[src/rtl/mbt_view_ctrl.sv]
// mbt_view_ctrl
//   Turns three bouncing push-buttons plus two mode switches into zoom and
//   pan requests for a fractal view window. Each button has a 2-flop
//   synchroniser and a stable-time debouncer. Debounced rising edges latch
//   sticky pending flags. A small FSM (IDLE/APPLY/REQ) services one flag at
//   a time and hands each changed view to the render engine.
//
// Ports
//   clk, resetn        : clock, synchronous active-low reset
//   btn_zoom           : async button, zoom in/out (direction from sw_dir)
//   btn_pan_a/b        : async buttons, pan negative / positive
//   sw_dir             : 1 = zoom in, 0 = zoom out
//   sw_axis            : 0 = pan x, 1 = pan y
//   view_ack           : engine accepted the presented view
//   zoom_level         : current zoom level (0 = widest)
//   x_min, y_max       : signed left / top edge of the view
//   view_valid         : a new view is waiting for view_ack
//   busy               : controller is not idle
module mbt_view_ctrl #(
  parameter int                   ZOOM_LEVELS = 8,
  parameter int                   ZW          = 3,
  parameter int                   COORD_W     = 16,
  parameter logic [COORD_W-1:0]   X_MIN_INIT  = 16'hF000,
  parameter logic [COORD_W-1:0]   Y_MAX_INIT  = 16'h0960,
  parameter logic [COORD_W-1:0]   H_SPAN0     = 16'h1900,
  parameter logic [COORD_W-1:0]   V_SPAN0     = 16'h12C0,
  parameter int                   PAN_DIV     = 3,
  parameter int                   DB_CYCLES   = 1000000
) (
  input  logic               clk,
  input  logic               resetn,
  input  logic               btn_zoom,
  input  logic               btn_pan_a,
  input  logic               btn_pan_b,
  input  logic               sw_dir,
  input  logic               sw_axis,
  input  logic               view_ack,
  output logic [ZW-1:0]      zoom_level,
  output logic [COORD_W-1:0] x_min,
  output logic [COORD_W-1:0] y_max,
  output logic               view_valid,
  output logic               busy
);

  localparam int CW = $clog2(DB_CYCLES + 1);
  localparam logic [CW-1:0] CNT_LAST = CW'(DB_CYCLES - 1);

  typedef enum logic [1:0] {S_IDLE, S_APPLY, S_REQ} state_t;
  // Button bit order: 0 = zoom, 1 = pan_a, 2 = pan_b (also service priority)
  typedef enum logic [1:0] {OP_ZOOM, OP_PAN_A, OP_PAN_B} op_t;

  // ---------------- synchronise + debounce ----------------
  logic [2:0]    w_btn;
  logic [2:0]    r_sync1, r_sync2, r_db, r_db_d;
  logic [CW-1:0] r_cnt [3];
  logic [2:0]    w_rise;

  assign w_btn  = {btn_pan_b, btn_pan_a, btn_zoom};
  assign w_rise = r_db & ~r_db_d;

  // The debounced level flips only after DB_CYCLES consecutive samples
  // that disagree with it; any agreeing sample restarts the count.
  always_ff @(posedge clk) begin
    if (!resetn) begin
      r_sync1 <= '0;
      r_sync2 <= '0;
      r_db    <= '0;
      r_db_d  <= '0;
      for (int unsigned i = 0; i < 3; i++) r_cnt[i] <= '0;
    end else begin
      r_sync1 <= w_btn;
      r_sync2 <= r_sync1;
      r_db_d  <= r_db;
      for (int unsigned i = 0; i < 3; i++) begin
        if (r_sync2[i] != r_db[i]) begin
          if (r_cnt[i] == CNT_LAST) begin
            r_db[i]  <= r_sync2[i];
            r_cnt[i] <= '0;
          end else begin
            r_cnt[i] <= r_cnt[i] + 1'b1;
          end
        end else begin
          r_cnt[i] <= '0;
        end
      end
    end
  end

  // ---------------- FSM ----------------
  state_t             r_state, w_state_nxt;
  op_t                r_op, w_op_sel;
  logic               r_dir, r_axis;
  logic [2:0]         r_pend, w_clr;
  logic               w_load;
  logic               r_view_valid, r_busy;
  logic               w_valid_nxt, w_busy_nxt;
  logic               w_changed;

  always_ff @(posedge clk) begin
    if (!resetn) begin
      r_state      <= S_IDLE;
      r_op         <= OP_ZOOM;
      r_dir        <= 1'b0;
      r_axis       <= 1'b0;
      r_pend       <= '0;
      r_view_valid <= 1'b0;
      r_busy       <= 1'b0;
    end else begin
      r_state      <= w_state_nxt;
      // A new rising edge wins over the clear of the same flag
      r_pend       <= (r_pend & ~w_clr) | w_rise;
      r_view_valid <= w_valid_nxt;
      r_busy       <= w_busy_nxt;
      if (w_load) begin
        r_op   <= w_op_sel;
        r_dir  <= sw_dir;
        r_axis <= sw_axis;
      end
    end
  end

  always_comb begin
    w_state_nxt = r_state;
    w_clr       = '0;
    w_op_sel    = OP_ZOOM;
    w_load      = 1'b0;
    case (r_state)
      S_IDLE: begin
        if (r_pend != '0) begin
          w_state_nxt = S_APPLY;
          w_load      = 1'b1;
          if (r_pend[0]) begin
            w_op_sel = OP_ZOOM;
            w_clr    = 3'b001;
          end else if (r_pend[1]) begin
            w_op_sel = OP_PAN_A;
            w_clr    = 3'b010;
          end else begin
            w_op_sel = OP_PAN_B;
            w_clr    = 3'b100;
          end
        end
      end
      S_APPLY: w_state_nxt = w_changed ? S_REQ : S_IDLE;
      S_REQ:   if (view_ack) w_state_nxt = S_IDLE;
      default: w_state_nxt = S_IDLE;
    endcase
  end

  // Outputs are decoded from the next state so they come straight from flops
  always_comb begin
    w_valid_nxt = (w_state_nxt == S_REQ);
    w_busy_nxt  = (w_state_nxt != S_IDLE);
  end

  // ---------------- view datapath ----------------
  logic [ZW-1:0]      r_zoom, w_z_new;
  logic [COORD_W-1:0] r_x, r_y, w_x_new, w_y_new;
  logic [COORD_W:0]   w_x_ext, w_y_ext, w_x_sum, w_y_sum;
  logic [COORD_W:0]   w_h_base, w_v_base, w_hstep, w_vstep;
  logic [7:0]         w_sh;

  // Two's-complement result one bit wider than the coordinate; clamp when
  // the top two bits disagree.
  function automatic logic [COORD_W-1:0] f_sat(input logic [COORD_W:0] v);
    if (v[COORD_W] == v[COORD_W-1]) return v[COORD_W-1:0];
    else if (v[COORD_W])            return {1'b1, {(COORD_W-1){1'b0}}};
    else                            return {1'b0, {(COORD_W-1){1'b1}}};
  endfunction

  assign w_x_ext  = {r_x[COORD_W-1], r_x};
  assign w_y_ext  = {r_y[COORD_W-1], r_y};
  assign w_h_base = {1'b0, H_SPAN0};
  assign w_v_base = {1'b0, V_SPAN0};
  assign w_hstep  = w_h_base >> w_sh;
  assign w_vstep  = w_v_base >> w_sh;

  always_comb begin
    w_sh = 8'(r_zoom) + 8'(PAN_DIV);
    if (r_op == OP_ZOOM) w_sh = r_dir ? 8'(r_zoom) + 8'd2 : 8'(r_zoom) + 8'd1;
  end

  always_comb begin
    w_x_sum = w_x_ext;
    w_y_sum = w_y_ext;
    w_z_new = r_zoom;
    case (r_op)
      OP_ZOOM: begin
        if (r_dir) begin
          if (r_zoom < ZW'(ZOOM_LEVELS - 1)) begin
            w_x_sum = w_x_ext + w_hstep;
            w_y_sum = w_y_ext - w_vstep;
            w_z_new = r_zoom + 1'b1;
          end
        end else if (r_zoom != '0) begin
          w_x_sum = w_x_ext - w_hstep;
          w_y_sum = w_y_ext + w_vstep;
          w_z_new = r_zoom - 1'b1;
        end
      end
      OP_PAN_A: begin
        if (r_axis) w_y_sum = w_y_ext - w_vstep;
        else        w_x_sum = w_x_ext - w_hstep;
      end
      OP_PAN_B: begin
        if (r_axis) w_y_sum = w_y_ext + w_vstep;
        else        w_x_sum = w_x_ext + w_hstep;
      end
      default: ;
    endcase
  end

  assign w_x_new   = f_sat(w_x_sum);
  assign w_y_new   = f_sat(w_y_sum);
  assign w_changed = (w_x_new != r_x) || (w_y_new != r_y) || (w_z_new != r_zoom);

  always_ff @(posedge clk) begin
    if (!resetn) begin
      r_zoom <= '0;
      r_x    <= X_MIN_INIT;
      r_y    <= Y_MAX_INIT;
    end else if (r_state == S_APPLY) begin
      r_zoom <= w_z_new;
      r_x    <= w_x_new;
      r_y    <= w_y_new;
    end
  end

  assign zoom_level = r_zoom;
  assign x_min      = r_x;
  assign y_max      = r_y;
  assign view_valid = r_view_valid;
  assign busy       = r_busy;

endmodule
[config.mk]
export PLATFORM = sky130hd
export DESIGN_NAME = mbt_view_ctrl
export DESIGN_NICKNAME = d
export VERILOG_FILES = /design/src/rtl/mbt_view_ctrl.sv
export SDC_FILE = /design/constraint.sdc
export NUM_CORES = 1
export LEC_CHECK = 0
export ABC_AREA = 1
export CORE_AREA = 2 2 162 164
export DETAILED_ROUTE_END_ITERATION = 6
export DIE_AREA = 0 0 164 166
export HOLD_SLACK_MARGIN = 0.02
export SYNTH_ARGS = -nofsm -noshare
export SYNTH_HDL_FRONTEND = slang
export SYNTH_SLANG_ARGS = --single-unit
export TNS_END_PERCENT = 50
[constraint.sdc]
create_clock -name clk -period 6.1 [get_ports clk]
set_input_delay 1.525 -clock clk [delete_from_list [all_inputs] [get_ports clk]]
set_output_delay 1.525 -clock clk [all_outputs]
set_load 0.1 [all_outputs]
## Word level (Yosys, flattened, before mapping)

Memory sizes are Yosys's and may differ from the RTL's.
Cells that the tools add are included.

| word-level totals | value |
|---|---|
| ROM bits | 0 |
| register bits | 58 |
| memory bits (writable) | 60 |
| output and inout bits | 37 |
| bits in latches | 0 |
| memories | 1 |
| input bits | 8 |

Memory list:

| memory | words | width | read ports | clocked after memory_dff | write ports | line | source |
|---|---|---|---|---|---|---|---|
| r_cnt | 3 | 20 | 3 | 0 | 3 | 55 | `logic [CW-1:0] r_cnt [3];` |

| operators by class | value |
|---|---|
| div/mod/pow operators | 0 |
| shift operators | 2 |
| $lt $le $gt $ge | 1 |
| add/sub/neg operators | 12 |
| multiplexer cells | 79 |
| bitwise logic cells | 14 |
| $mul | 0 |
| reductions and logical operators | 10 |
| equality and inequality tests | 16 |

Operator list:

| operator | count |
|---|---|
| $mux W20 | 9 |
| $mux W17 | 10 |
| $pmux W17 S3 | 2 |
| $mux W16 | 4 |
| $add A20 B1 Y20 const B | 3 |
| $eq A20 B20 Y1 const B | 3 |
| $mux W1 | 36 |
| $add A17 B17 Y17 | 2 |
| $shr A13 B8 Y17 const A | 2 |
| $sub A17 B17 Y17 | 2 |
| $ne A16 B16 Y1 | 2 |
| $mux W3 | 8 |
| $mux W2 | 7 |
| $or A1 B1 Y1 | 9 |
| $add A3 B2 Y4 const B | 2 |
| $mux W4 | 2 |
| $and A3 B3 Y3 | 2 |
| $eq A2 B2 Y1 const B | 3 |
| $not A3 Y3 | 2 |
| $pmux W2 S3 | 1 |
| $reduce_and A2 Y1 | 3 |
| $reduce_bool A3 Y1 | 2 |
| $add A3 B1 Y4 const B | 1 |
| $eq A2 B1 Y1 const B | 2 |
| other kinds (10) | 15 |

## Longest topological paths before layout

Gate-level depths: netlist of the first run.

| depth | value |
|---|---|
| depth after elaboration | 16 |
| mapped depth | 46 |
| gate-level depth less buffers | 46 |

## Worst setup path before layout of the first run

Ideal clock, no wire load.

| timing | value |
|---|---|
| kind | register -> register |
| from | register r_zoom[0], in the netlist zoom_level[0] |
| to | register r_busy, in the netlist busy |
| clock period less this slack | 5.299 ns |
| setup slack | 0.801 ns |
| cell stages (with the launch flop) | 38 |
| arrival | 5.185 ns |
| data required time | 5.986 ns |
| cell sequence | dfxtp_1 -> inv_1 -> ha_1 -> inv_1 -> nor2_1 -> inv_1 -> a31oi_1 -> inv_1 -> ha_1 -> inv_1 -> nand2_1 -> nand2_1 -> nor2_1 -> ha_1 -> fa_1 -> nand3_1 -> nand3_1 -> nand3_1 -> [2 not listed] -> clkinv_1 -> o21ai_1 -> nand2_1 -> nor2_2 -> nand4_2 -> buf_2 -> nand2_1 -> nand2_1 -> nand2_1 -> nand2_1 -> nor2_1 -> nand3_1 -> nor2_1 -> nand2_1 -> nand2_1 -> nand2_1 -> nand2_2 -> nand2_1 |

| on the way | value |
|---|---|
| cells in the longest elaborated chain, start to end | 16 |

Ends and longest elaborated chain:

| what | line | source |
|---|---|---|
| start: declaration | 157 | `logic [ZW-1:0] r_zoom, w_z_new;` |
| start signal: assignment | 223 | `r_zoom <= w_z_new;` |
| $add A3 B1 Y4 or $add A3 B2 Y4 (tied branches) | 180 | `if (r_op == OP_ZOOM) w_sh = r_dir ? 8'(r_zoom) + 8'd2 : 8'(r_zoom) + 8'd1;` |
| $mux W4 (2 in a row) | 180 |  |
| $shr A13 B8 Y17, on equally long branches | 175, 176 |  |
| $sub A17 B17 Y17 (tied with other cells) | 196, 203 |  |
| $mux W17, on equally long branches | 195, 190 |  |
| $mux W17 | 189 | `if (r_dir) begin` |
| $pmux W17 S3 | 187 | `case (r_op)` |
| $mux W16 or $eq A1 B1 Y1 (tied branches) | 167, 166 |  |
| $mux W16 | 166 | `if (v[COORD_W] == v[COORD_W-1]) return v[COORD_W-1:0];` |
| $ne A16 B16 Y1 | 215 | `assign w_changed = (w_x_new != r_x) \|\| (w_y_new != r_y) \|\| (w_z_new != r_zoom);` |
| $logic_or A1 B1 Y1 | 215 |  |
| $logic_or A1 B1 Y1 * | 215 |  |
| $mux W2 * | 144 | `S_APPLY: w_state_nxt = w_changed ? S_REQ : S_IDLE;` |
| $pmux W2 S3 * | 127 | `case (r_state)` |
| $reduce_bool A2 Y1 * | 153 | `w_busy_nxt = (w_state_nxt != S_IDLE);` |
| end signal: assignment | 113 | `r_busy <= w_busy_nxt;` |
| end: declaration | 95 | `logic r_view_valid, r_busy;` |

Every way passes the cells marked *; elsewhere a longest branch is shown, timed or not.
A chain may end at the register's enable or synchronous reset.

## Worst setup path after layout of the first run

Ends and elaborated chain as after synthesis.

==> summary.log, run 1 <==
INFO  placement      placement.io_buffers=44
INFO  floorplanning  die_w=164µm
INFO  clock_network  ctsHtreeMaxLevel=4
INFO  sta            hold_viol=0
INFO  sta            fin_ws=0.574ns
INFO  min_path       worst_hold_path.num_cells=2
INFO  power          cellLeakagePower=0.00624µW
INFO  clock_network  cts_num_sinks=118
INFO  power          pwr_dens=149mW/mm²
INFO  critical_path  path_buf_inv=7
INFO  logic_synthesis yosysUniqueCellTypes=57
INFO  power          combinationalPowerShare=0.025
INFO  logic_synthesis synth_edf_count=60
INFO  sta            finalCriticalPeriod=5.53ns
INFO  critical_path  kind_of_cell_with_the_highest_combined_delay_on_the_critical_path=simple AND/OR/NAND/NOR gates
INFO  global_route   vias_in_the_first_global_route=10500
INFO  sta            relSlewSlack=0.318
INFO  detailed_routing drt_first_iter_violations=906
INFO  logic_synthesis yosys-top-cells-count=nand2_1, inv_1, nor2_1
INFO  critical_path  rr_endpoint=busy
INFO  global_route   global_route_usage_over_all_layers=0.247
INFO  sta            fin_crit_sh=0.906
INFO  sta            max_slew.worst_pin.slew=1.02ns
INFO  outcome        outcome=completed
INFO  finish         antenna_cells_inserted=0
INFO  global_route   antenna_found_initial=0
INFO  clock_network  root_buffer=clkbuf_16
INFO  floorplanning  rows=59
INFO  power          netSwitchingFraction=0.244
INFO  detailed_routing drt-pass1-iter-count=7
INFO  global_route   gr-total-overflow=0
INFO  detailed_routing antenna_left=0
INFO  clock_network  clk_pin_slew=0.06ns
INFO  critical_path  crit_path_frequent_cell=nand2_1
INFO  floorplanning  initial_utilization=0.439
INFO  power          cellInternalPower=1440µW
INFO  finish         final_layout_net_count=1945
INFO  logic_synthesis synth_top_area_share=0.160
INFO  logic_synthesis syn_area=0.0113mm²
INFO  critical_path  cp.required=6.41ns
INFO  placement      dp_hpwl=26.1mm
INFO  placement      routabilityCongestion=0.938
INFO  sta            rsz0062_at_grt=no
INFO  critical_path  worst_path_largest_cell_delay=0.47ns
INFO  global_route   grt_start_max_net_pins=47
INFO  critical_path  element_type_at_the_critical_path_end=flip-flop
INFO  floorplanning  pin_count=45
INFO  sta            fmax=181MHz
INFO  logic_synthesis post_synth.cell_area_avg=6.35µm²
INFO  logic_synthesis yosys_register_bits=118
INFO  detailed_routing drt-total-wl=33.8mm
INFO  sta            report.final.setup_viol=0
INFO  logic_synthesis synth.most_common_cell=nand2_1
INFO  critical_path  timing.setup.critical_path_class=flip-flop to flip-flop
INFO  critical_path  worstPathArrival=5.83ns
INFO  detailed_routing drt-vias-per-instance=5.29
INFO  floorplanning  area_of_the_die=0.0272mm²
INFO  finish         flow.area_growth_from_synthesis=13.4%
INFO  power          power.clock.fraction=0.519
INFO  logic_synthesis synth_top_area_cell=edfxtp_1
INFO  logic_synthesis ys.flop_type=edfxtp_1
INFO  power          ir_drop=0.000140V
INFO  global_route   wire_length_of_the_first_global_routing_pass=53.4mm
INFO  finish         post_route_cells_drive_above_1_share=0.0673
INFO  critical_path  critPathSlowestCell=dfxtp_1
INFO  critical_path  r2r_slack=0.57ns
INFO  finish         utilization=0.499
INFO  critical_path  timing.reg2reg.worst_path_depth=37
INFO  detailed_routing drt-wirelength-per-cell=15.3µm
INFO  power          part_of_the_total_power_dissipated_in_sequential_elements=0.457
INFO  critical_path  r2r_start=zoom_level[0]
INFO  sta            worst_clock_skew=0.0122ns
INFO  run            max_cap_violations=0
INFO  logic_synthesis synthArstFlopShare=0
INFO  logic_synthesis yosysWarnings=0
INFO  sta            final.setup.tns=0ns
INFO  power          power=1900µW
INFO  clock_network  cts_hold_buffers=0
INFO  logic_synthesis synth_top_cells_by_area=edfxtp_1, nand2_1, dfxtp_1
INFO  detailed_routing via_count=11700
INFO  sta            maxSlewViolCount=0
INFO  clock_network  cts_max_path_buffers=2
INFO  clock_network  cts_buffer_count=17
INFO  critical_path  startpoint_type=flip-flop
INFO  clock_network  clk-insertion-delay-late=0.42ns
INFO  logic_synthesis mapped_cells=1773
INFO  floorplanning  placeableCoreArea=0.0256mm²
INFO  logic_synthesis synth_seq_area_share=0.263
INFO  power          net-switching-power=463µW
INFO  min_path       hold_path.class=flip-flop to flip-flop
INFO  min_path       hold_path_end=r_sync2[2]
INFO  clock_network  tritoncts=built
INFO  detailed_routing drc=0
INFO  placement      pre_cts_ws=0.407ns
INFO  min_path       min-delay-start=r_sync1[2]
INFO  critical_path  crit_fanout=15
INFO  floorplanning  height_of_the_die=166µm
[through the flow]
| step | hold slack (ns) | instance area (µm²) | std cells |
|---|---|---|---|
| after floorplan | 0.390 | 11500 | 1832 |
| after global placement | 0.399 | 12100 | 2168 |
| after detailed placement | 0.395 | 12100 | 2168 |
| final | 0.408 | 12800 | 2207 |
| after CTS | 0.408 | 12700 | 2200 |
| after global routing | 0.442 | 12800 | 2207 |
[state kept, by name, indices dropped and copies added, names as in the netlist, 3 cells and up]
register    cells
r_cnt          60
r_db            3
r_db_d          3
r_pend          3
r_sync1         3
r_sync2         3
x_min          16
y_max          16
zoom_level      3
[power groups by stage]
stage	combinational, µW	sequential, µW	clock (µW)
after floorplan	34.2	881	0
after global placement	46.0	884	0
after detailed placement	46.1	885	0
after CTS	46.4	868	1000
after global routing	55.1	870	1040
final	46.9	868	985
[layout make-up]
cell class | count | area (µm²)
Fill cell | 2616 | 12800
Multi-Input combinational cell | 1400 | 7280
Sequential cell | 118 | 2960
Inverter | 262 | 983
Timing Repair Buffer | 60 | 556
Clock buffer | 17 | 425
Tap cell | 335 | 419
Clock inverter | 15 | 143
[worst max-delay path by stage]
stage                        from          to  slack [ns]  cells past startpoint
CTS                 zoom_level[0]        busy        0.35                     36
global route        zoom_level[0]        busy        0.03                     43
global placement    zoom_level[0]        busy        0.41                     38
finish              zoom_level[0]        busy        0.57                     37
floorplan           zoom_level[0]        busy        0.80                     37
detailed placement  zoom_level[0]  r_state[1]        0.41                     36
[routing by layer]
layer  wire length [µm]  up-vias  track usage
met3               2200       52       0.0405
met1              15300     5327        0.336
li1                   -     5906            -
met4                843        0       0.0797
met2              15500      389        0.399
met5                  0        -            0
[kinds of logic (layout without fill, tap and decap cells)]
kind of cell / count (synthesis) / after routing / share of synthesized area
buffers and inverters: 315 / 354 / 0.113
adders and majority gates: 78 / 78 / 0.0894
AOI/OAI and AO/OA: 290 / 290 / 0.142
xor gates and xnor gates: 27 / 27 / 0.0210
other: 1 / 60 / 0.000333
DFF: 118 / 118 / 0.263
and+or+nand+nor: 944 / 945 / 0.371
[cells in the final DEF, fill, tap and decap left out, drive strengths merged, types with 2 or more instances in the layout]
cell type,synthesis,layout
a211oi,7,7
o21a,5,5
xnor2,8,8
nor3b,18,18
clkbuf,24,17
fa,4,4
conb,1,60
a21o,3,3
o22ai,10,10
a31oi,4,4
inv,256,262
and2,4,4
dfxtp,58,58
nand3,163,163
nand4,22,23
edfxtp,60,60
o2111ai,2,2
a221oi,2,2
a22oi,2,2
nor4,10,10
a21oi,143,143
nand2,470,470
clkinv,6,13
xor2,19,19
nor2,202,202
buf,29,17
ha,74,74
o21bai,14,14
nand3b,11,11
o21ai,89,89
o211ai,4,4
clkdlybuf4s50,0,43
nor3,36,36
or2,7,7
[timing repair]
action,4_1_cts,5_1_grt
setup endpoints to repair,0,3
hold endpoints to repair,0,0
buffers inserted,0,6
resized for setup,0,6
[worst min-delay path, delay by kind of cell (launching register included)]
family | cells | cell delay, ns
flip-flops | 1 | 0.30
AND/OR/NAND/NOR | 1 | 0.05
buffers and inverters | 1 | 0.04
Power figures use the tool's default switching activity.
==> inputs of run 2 (changes only) <==
--- a/config.mk
+++ b/config.mk
@@ -5,10 +5,10 @@
 export SDC_FILE = /design/constraint.sdc
 export NUM_CORES = 1
 export LEC_CHECK = 0
-export ABC_AREA = 1
-export CORE_AREA = 2 2 162 164
+export CAP_MARGIN = 0
+export CORE_AREA = 2 2 167 169
 export DETAILED_ROUTE_END_ITERATION = 6
-export DIE_AREA = 0 0 164 166
+export DIE_AREA = 0 0 169 171
 export HOLD_SLACK_MARGIN = 0.02
 export SYNTH_ARGS = -nofsm -noshare
 export SYNTH_HDL_FRONTEND = slang
==> run 2 against run 1 <==
Net effect:
- worst hold slack improved by 0.023 ns
- largest power group unchanged
- via count grew 8.4%
- cell count fell by 7.2%
- count of clock-buffer cells in the layout unchanged
- total power increased by 5.0%
- register-to-register slack worse by 0.38 ns
- highest routed layer unchanged
- first-iteration DRC count up 62%
- clock skew rose by 0.0042 ns
==> summary.log, run 2 <==
INFO  outcome        outcome=completed
INFO  logic_synthesis synth_seq_area_share=0.248
INFO  critical_path  timing.reg2reg.worst_path_depth=23
INFO  detailed_routing drt-total-wl=41.7mm
INFO  detailed_routing antenna_left=0
INFO  min_path       worst_hold_path.num_cells=1
INFO  power          cellLeakagePower=0.00586µW
INFO  detailed_routing drt-vias-per-instance=6.18
INFO  logic_synthesis yosysUniqueCellTypes=96
INFO  logic_synthesis yosysWarnings=0
INFO  detailed_routing drt-wirelength-per-cell=20.4µm
INFO  logic_synthesis syn_area=0.0120mm²
INFO  floorplanning  pin_count=45
INFO  finish         final_cell_mix=nor2_1, nand2_1, a21oi_1, o21ai_0, buf_4
INFO  critical_path  kind_of_cell_with_the_highest_combined_delay_on_the_critical_path=compound AO/OA/AOI/OAI gates
INFO  global_route   wire_length_of_the_first_global_routing_pass=64.7mm
INFO  sta            max_slew.worst_pin.slew=1.01ns
INFO  placement      placement.io_buffers=44
INFO  min_path       hold_path.class=flip-flop to flip-flop
INFO  power          power=1990µW
INFO  finish         final_layout_net_count=1776
INFO  critical_path  startpoint=zoom_level[0]
INFO  sta            worst_clock_skew=0.0164ns
INFO  critical_path  r2r_start=zoom_level[0]
INFO  global_route   grt_start_max_net_pins=61
INFO  critical_path  cp.required=6.34ns
INFO  critical_path  critical_path.cell_chain=inv_1, ha_1, nor2b_1, o31a_1, inv_1, buf_4, ha_1, nand2_1, o21ai_0, ha_2, o211a_1, a2111oi_4, nor2_2, a31oi_4, xnor2_1, a211o_2, a21o_2, buf_4, nand4_1, nand3_1, or4_1, nor4_2, a41oi_1
INFO  sta            final.setup.tns=0ns
INFO  clock_network  root_buffer=clkbuf_16
INFO  critical_path  startpoint_type=flip-flop
INFO  logic_synthesis synth_top_cells_by_area=edfxtp_1, dfxtp_1, ha_1
INFO  critical_path  element_type_at_the_critical_path_end=flip-flop
INFO  finish         layout_commonest_cell=nor2_1
INFO  clock_network  clk_pin_slew=0.07ns
INFO  global_route   gr-total-overflow=0
INFO  floorplanning  height_of_the_die=171µm
INFO  logic_synthesis post_synth.cell_area_avg=7.67µm²
INFO  floorplanning  initial_utilization=0.438
INFO  finish         postLayoutCellArea=0.0142mm²
INFO  logic_synthesis synth_edf_count=60
INFO  power          pwr_dens=140mW/mm²
INFO  critical_path  path_buf_inv=4
INFO  clock_network  cts_num_sinks=118
INFO  critical_path  crit_fanout=10
INFO  sta            fin_crit_sh=0.969
INFO  sta            relSlewSlack=0.323
INFO  logic_synthesis yosys_register_bits=118
INFO  placement      routabilityCongestion=1.02
INFO  floorplanning  area_of_the_die=0.0289mm²
INFO  clock_network  cts_max_path_buffers=2
INFO  sta            report.final.setup_viol=0
INFO  logic_synthesis synthArstFlopShare=0
INFO  global_route   antenna_found_initial=0
INFO  detailed_routing drt_first_iter_violations=1470
INFO  logic_synthesis synth_top_area_cell=edfxtp_1
INFO  floorplanning  placeableCoreArea=0.0273mm²
INFO  global_route   vias_in_the_first_global_route=11600
INFO  sta            maxSlewViolCount=0
INFO  logic_synthesis ys.flop_type=edfxtp_1
INFO  sta            finalCriticalPeriod=5.91ns
INFO  run            max_cap_violations=0
INFO  critical_path  worst_path_largest_cell_delay=0.50ns
INFO  sta            rsz0062_at_grt=yes
INFO  detailed_routing via_count=12700
INFO  finish         flow.area_growth_from_synthesis=19.1%
INFO  logic_synthesis yosys-top-cells-count=nor2_1, nand2_1, a21oi_1
INFO  detailed_routing drt-pass1-iter-count=6
INFO  finish         largest_register_ffs=60
INFO  critical_path  critPathSlowestCell=or4_1
INFO  placement      post-place-cells=2013
INFO  sta            fmax=169MHz
INFO  power          ir_drop=0.000128V
INFO  logic_synthesis synth_top_area_share=0.151
INFO  min_path       min-delay-start=r_sync1[0]
INFO  detailed_routing drc=0
INFO  sta            hold_slack=0.432ns
INFO  floorplanning  rows=61
INFO  clock_network  cts_buffer_count=17
INFO  clock_network  ctsHtreeMaxLevel=4
INFO  placement      dp_hpwl=32.0mm
INFO  finish         final-instance-count-excl-fill=2049
INFO  critical_path  cp.depth=23
INFO  critical_path  worstPathArrival=6.14ns
INFO  placement      placed_area=0.0133mm²
INFO  sta            hold_viol=0
INFO  finish         max_flop_register=r_cnt
INFO  floorplanning  die_w=169µm
INFO  logic_synthesis mapped_cells=1561
INFO  logic_synthesis synth.most_common_cell=nor2_1
INFO  finish         antenna_cells_inserted=0
INFO  clock_network  tritoncts=built
INFO  clock_network  clk-insertion-delay-late=0.42ns
INFO  critical_path  timing.setup.critical_path_class=flip-flop to flip-flop
INFO  finish         post_route_cells_drive_above_1_share=0.130
INFO  global_route   global_route_usage_over_all_layers=0.284
## run 2: cell type report
type / count / area, µm²
fillers: 2675 / 13100
well taps: 346 / 433
inverters: 69 / 259
multi-input cells: 1354 / 8880
clock buffers: 17 / 425
flip-flops and latches: 118 / 2970
repair buffers: 130 / 1080
clock inverters: 15 / 191
## run 2: metal layers
| metal | track usage | share of wire | vias to the layer above | wire, µm |
|---|---|---|---|---|
| met5 | 0 | 0 | - | 0 |
| met4 | 0.0918 | 0.025 | 0 | 1050 |
| met3 | 0.0451 | 0.080 | 90 | 3330 |
| met2 | 0.448 | 0.44 | 605 | 18600 |
| met1 | 0.396 | 0.45 | 5994 | 18800 |
| li1 | - | - | 5967 | - |
## run 2: worst reg2reg max path: cells and delay by family, from the launching register on
| kind | cells | cell delay [ns] |
|---|---|---|
| simple gates | 7 | 1.39 |
| compound gates | 8 | 2.29 |
| fa+ha+maj | 3 | 0.98 |
| flops | 1 | 0.40 |
| buf+inv | 4 | 0.55 |
| xor+xnor | 1 | 0.10 |
## run 2: logic make-up after synthesis
family | synth area share
and+or+nand+nor | 0.267
buffers and inverters | 0.0500
xor gates and xnor gates | 0.0556
AOI/OAI and AO/OA | 0.277
muxes | 0.0184
adders and majority gates | 0.0841
DFF | 0.248
other | 0.000313
## run 2: through the flow
stage               setup slack [ns]   util
floorplan                      0.129      -
global placement              0.0767  0.488
detailed placement           -0.0633  0.488
CTS                           0.0280  0.512
global route                 -0.0527  0.521
finish                         0.191  0.521
## run 2: path summary, 6_finish.rpt
kind | slack [ns] | end
setup / recovery | 0.19 | busy
hold / removal | 0.43 | r_sync2[0]
setup reg to reg | 0.19 | busy
hold reg to reg | 0.43 | r_sync2[0]
## run 2: timing repair
item	CTS	global route
gates cloned	0	0
hold buffers	0	0
endpoints found under the setup margin	3	3
buffers inserted	1	3
resized for setup	8	63
pin swaps	0	16
## run 2: power by group
group	total [µW]	internal, µW	switching [µW]	leakage (µW)
clock network	1060	653	406	0.000298
registers	872	852	20.0	0.00109
logic	62.9	26.4	36.6	0.00448
==> inputs of run 3 (changes only) <==
--- a/config.mk
+++ b/config.mk
@@ -6,9 +6,9 @@
 export NUM_CORES = 1
 export LEC_CHECK = 0
 export CAP_MARGIN = 0
-export CORE_AREA = 2 2 167 169
+export CORE_AREA = 2 2 141 198
 export DETAILED_ROUTE_END_ITERATION = 6
-export DIE_AREA = 0 0 169 171
+export DIE_AREA = 0 0 143 200
 export HOLD_SLACK_MARGIN = 0.02
 export SYNTH_ARGS = -nofsm -noshare
 export SYNTH_HDL_FRONTEND = slang
==> run 3 against run 2 <==
Net effect:
- worst hold slack about the same
- die area fell by 1.0%
- flip-flop and latch count is the same
- largest power group unchanged
- first-iteration DRC count decreased by 34%
- combinational power up 2%
- wire length increased by 9.1%
- core utilization up 1.2 points
- critical path depth is 3 lower
- register-to-register slack better by 0.05 ns
- cell count grew 1.9%
- via count is 0.37% higher
==> summary.log, run 3 (synthesized netlist as in run 2, its figures left out) <==
INFO  critical_path  kind_of_cell_with_the_highest_combined_delay_on_the_critical_path=simple AND/OR/NAND/NOR gates
INFO  sta            max_slew.worst_pin.slew=0.985ns
INFO  finish         final_layout_net_count=1795
INFO  power          power=1900µW
INFO  detailed_routing via_count=12700
INFO  detailed_routing topRoutingLayerUsed=met4
INFO  global_route   global_route_usage_over_all_layers=0.320
INFO  placement      placement.io_buffers=44
INFO  power          ir_drop=0.000190V
INFO  finish         final_cell_mix=nor2_1, nand2_1, buf_4, a21oi_1, o21ai_0
INFO  critical_path  timing.reg2reg.worst_path_depth=20
INFO  detailed_routing drt-wirelength-per-cell=21.8µm
INFO  floorplanning  height_of_the_die=200µm
INFO  min_path       hold_path.class=flip-flop to flip-flop
INFO  floorplanning  pin_count=45
INFO  global_route   antenna_found_initial=0
INFO  critical_path  timing.setup.critical_path_class=flip-flop to flip-flop
INFO  critical_path  critPathSlowestCell=or4_1
INFO  detailed_routing drc=0
INFO  clock_network  clk_pin_slew=0.07ns
INFO  critical_path  crit_fanout=8
INFO  sta            relSlewSlack=0.341
INFO  global_route   vias_in_the_first_global_route=12400
INFO  critical_path  worstPathArrival=6.14ns
INFO  floorplanning  area_of_the_die=0.0286mm²
INFO  critical_path  path_buf_inv=2
INFO  finish         max_flop_register=r_cnt
INFO  finish         utilization=0.533
INFO  global_route   grt_start_max_net_pins=40
INFO  finish         antenna_cells_inserted=0
INFO  placement      routabilityCongestion=1.00
INFO  clock_network  ctsHtreeMaxLevel=4
INFO  finish         postLayoutCellArea=0.0143mm²
INFO  detailed_routing met2_length=22.1mm
INFO  sta            maxSlewViolCount=0
INFO  min_path       worst_hold_path.num_cells=1
INFO  detailed_routing wl_met1=17.6mm
INFO  finish         largest_register_ffs=60
INFO  power          cellLeakagePower=0.00589µW
INFO  critical_path  element_type_at_the_critical_path_end=flip-flop
INFO  critical_path  crit_path_frequent_cell=ha_1
INFO  critical_path  startpoint_type=flip-flop
INFO  finish         n_fill_cell=2674
INFO  clock_network  cts_max_path_buffers=2
INFO  floorplanning  die_w=143µm
INFO  placement      placed_area=0.0135mm²
INFO  clock_network  cts_num_sinks=118
INFO  power          pwr_dens=133mW/mm²
INFO  critical_path  worst_path_largest_cell_delay=0.57ns
INFO  finish         flow.area_growth_from_synthesis=19.1%
INFO  detailed_routing drt_first_iter_violations=963
INFO  finish         post_route_cells_drive_above_1_share=0.129
INFO  placement      dp_hpwl=35.4mm
INFO  sta            finalCriticalPeriod=5.85ns
INFO  detailed_routing drt-total-wl=45.6mm
INFO  clock_network  tritoncts=built
INFO  clock_network  clk-insertion-delay-late=0.43ns
INFO  critical_path  cp.required=6.39ns
INFO  detailed_routing antenna_left=0
INFO  clock_network  root_buffer=clkbuf_16
INFO  sta            worst_clock_skew=0.0232ns
INFO  sta            rsz0062_at_grt=yes
INFO  floorplanning  rows=71
INFO  floorplanning  placeableCoreArea=0.0267mm²
INFO  floorplanning  initial_utilization=0.447
INFO  clock_network  cts_buffer_count=17
INFO  detailed_routing drt-pass1-iter-count=6
INFO  critical_path  cp.depth=20
INFO  global_route   wire_length_of_the_first_global_routing_pass=70.0mm
INFO  run            max_cap_violations=0
INFO  detailed_routing drt-vias-per-instance=6.09
INFO  critical_path  critical_path.cell_chain=inv_1, ha_1, nor2b_1, o31a_1, ha_1, buf_4, xnor2_1, or2_2, ha_1, or3b_2, or3_4, a21oi_2, nor2_1, mux2_2, nand4_1, mux2i_2, o311ai_1, or4_1, nor4_2, a41oi_1
INFO  global_route   gr-total-overflow=0
INFO  sta            report.final.setup_viol=0
INFO  sta            fmax=171MHz
INFO  outcome        outcome=completed
INFO  sta            hold_viol=0
INFO  finish         layout_commonest_cell=nor2_1
INFO  detailed_routing wl_met3=2.29mm
INFO  sta            fin_crit_sh=0.960
[run 3: cell count changes in the layout (fill, tap and decap cells not counted), moves of 3 or more]
cell,previous run,this run
ha_1,67,71
o21ai_0,86,92
a2111oi_2,4,1
clkbuf_1,0,3
buf_4,86,104
inv_6,6,0
ha_2,6,3
o21ai_1,7,4
o21ai_2,3,0
clkinv_2,1,5
[run 3: final cells by class]
class / instances / area (µm²) / area share
flip-flops and latches: 118 / 2970 / 0.208
well taps: 365 / 457 / 0.0320
clock buffers: 21 / 450 / 0.0316
multi-input cells: 1354 / 8800 / 0.617
clock inverters: 11 / 86.3 / 0.00606
repair buffers: 149 / 1240 / 0.0867
inverters: 69 / 259 / 0.0182
[run 3: repair_timing]
item	in CTS	in global routing
endpoints found under the setup margin	3	3
setup buffers	0	3
resized for setup	1	44
pin swaps	0	6
hold buffers	0	0
hold endpoints to repair	0	0
[run 3: path summary, 6_finish.rpt]
path | start | endpoint | slack, ns
hold / removal | r_sync1[2] | r_sync2[2] | 0.43
hold reg to reg | r_sync1[2] | r_sync2[2] | 0.43
setup reg to reg | zoom_level[1] | busy | 0.25
setup / recovery | zoom_level[1] | busy | 0.25
[run 3: report_power, final]
| group | switching [µW] | internal (µW) | total, µW |
|---|---|---|---|
| registers | 19.9 | 853 | 872 |
| clock network | 399 | 565 | 964 |
| logic | 38.0 | 26.3 | 64.3 |
| total | 457 | 1440 | 1900 |
[run 3: metal layers]
metal	GRT usage	vias to the layer above
li1	-	5996
met1	0.364	6049
met2	0.550	489
met3	0.0444	169
met4	0.226	0
met5	0	-
[run 3: stage by stage]
step / cells / hold slack, ns / setup WS, ns / setup TNS [ns]
6_report: 2087 / 0.431 / 0.246 / 0
5_1_grt: 2087 / 0.443 / -0.0356 / -0.0389
4_1_cts: 2084 / 0.434 / 0.0218 / 0
3_5_place_dp: 2052 / 0.421 / 0.0497 / 0
3_3_place_gp: 2052 / 0.413 / 0.0473 / 0
2_1_floorplan: 1620 / 0.412 / 0.129 / 0
==> edit (config.mk and constraints of run 2) <==
Re-encode `state_t` (3 states) as one-hot, 3 bits wide.
--- a/src/rtl/mbt_view_ctrl.sv
+++ b/src/rtl/mbt_view_ctrl.sv
@@ -45,7 +45,7 @@
   localparam int CW = $clog2(DB_CYCLES + 1);
   localparam logic [CW-1:0] CNT_LAST = CW'(DB_CYCLES - 1);
 
-  typedef enum logic [1:0] {S_IDLE, S_APPLY, S_REQ} state_t;
+  typedef enum logic [2:0] {S_IDLE = 3'b001, S_APPLY = 3'b010, S_REQ = 3'b100} state_t;
   // Button bit order: 0 = zoom, 1 = pan_a, 2 = pan_b (also service priority)
   typedef enum logic [1:0] {OP_ZOOM, OP_PAN_A, OP_PAN_B} op_t;
 
Behaviour: no difference found for any inputs over 10 cycles, from zero or initial values and one cycle with resetn low; not proved beyond that.
==> edit against run 2 <==
- total power is 1.8% higher
- sequential cell count up 1
- design area down 10%
- combinational power is 13% higher
- synthesized cell count decreased by 12%
- routed wire length shrank 19%
- clock skew up 0.0018 ns
- worst setup slack better by 0.19 ns
- area after synthesis fell by 11%
- critical path type unchanged
- highest routed layer unchanged
==> edit: results (changes against run 2) <==
Run status
  – Run status: completed

Logic synthesis
  – Post-synthesis xor/xnor area fraction: 6.49% (+0.93 points)
  – Mux contribution to synthesized area: 1.44% (-0.40 points)
  – Number of unique standard cell types used by synthesis: 84 (-13%)
  – Area contributors post-synth: edfxtp_1 (17%), dfxtp_1 (11%), ha_1 (8.7%), nor2_1 (6.7%), a21oi_1 (5.4%)
  – Synthesized instance count: 1,376 (-12%)
  – Sequential fraction of the synthesis area: 28.0% (+3.2 points)
  – Compound-gate portion of the synthesized area: 25.0% (-2.7 points)
  – Synth cell count leaders: nor2_1 (189), a21oi_1 (115), nand2_1 (113), o21ai_0 (95), inv_1 (75)
  – Synth Area in Adders: 10.0% (+1.6 points)

Pwr
  – Sequential share of power: 43.4% (-0.3 points)
  – Sw Pwr: 459 µW (-0.71%)
  – Power density cells: 159 mW/mm² (+13%)
  – Sw Share: 22.6% (-0.57 points)
  – Leak pwr: 0.00512 µW (-13%)
  – Max IR drop VDD: 218 µV (+70%)

Cells and area
  – Final-layout fill cell count: 2,743 (+2.5%)
  – Nets: 1,594 (-10%)
  – Layout cells sized above 1: 10.3% (-2.7 points)

Timing
  – Worst Skew: 0.0182 ns (+0.00180 ns)
  – Final Cycle Share: 93.7% (-3.2 points)
  – Worst-margin pin slew: 1.16 ns (+0.152 ns)
  – Worst hold slack: 0.432 ns (+0.000629 ns)

Critical path
  – Slowest stage cell, crit path: dfxtp_4
  – Worst stage delay on the critical path: 0.42 ns (-0.08 ns)
  – Crit-path max FO: 12 (+2)
  – FF-to-FF path depth: 22 (-4.3%)
  – FF-to-FF setup slack: 0.38 ns (+0.19 ns)
  – R2r endpoint: view_valid$_SDFF_PN0_

Global route
  – First-pass GRT wire length: 53.7 mm (-17%)
  – Vias in the first global route: 10,040 (-13%)
  – Total Routing Usage GR: 23.4% (-4.9 points)

Place
  – HPWL Detailed: 25.6 mm (-20%)
  – Pre-CTS WS: -0.0628 ns (+0.000514 ns)
  – DP Cell Count: 1,835 (-8.8%)
  – GPL Wtd Cong: 0.950 (-6.4%)

Route
  – Routed vias: 10,693 (-16%)
  – Final wirelength: 34.0 mm (-19%)
  – Via/cell ratio: 5.73 (-7.3%)
  – Drt pass-1 iters: 7 (+1)

Clock network
  – Post-CTS Setup Bufs: 0 (-1)

Min path
  – Min-delay src: r_sync1[1]$_SDFF_PN0_
  – Hold EP: r_sync2[1]$_SDFF_PN0_
-- edit: cell types whose count changed after synthesis, moves of 10 or more --
cell      delta
a21o_1      -10
a21oi_1     +15
a21boi_0    -14
or2_2       -14
nor3_1      -11
nor2_1      +13
o211ai_1    -16
nand2_1     -43
nor2b_1     -20
-- edit: layout make-up --
type	count	area share, %
tap	346	3.38
timing repair buffer	120	7.90
clock inverter	15	1.56
inverter	75	2.20
clock buffer	17	3.33
sequential	119	23.4
multi-input combinational	1175	58.3
-- edit: routing by layer --
metal	GRT usage (%)	share of wire, %
met1	31.4	45
met2	37.8	45
met3	4.28	7.1
met4	8.66	2.9
met5	0	0
-- edit: what timing repair did --
action | in CTS | in global routing
endpoints found under the setup margin | 4 | 4
pin swaps | 0 | 3
gates resized for setup | 1 | 31
hold buffers | 0 | 0
endpoints found under the hold margin | 0 | 0
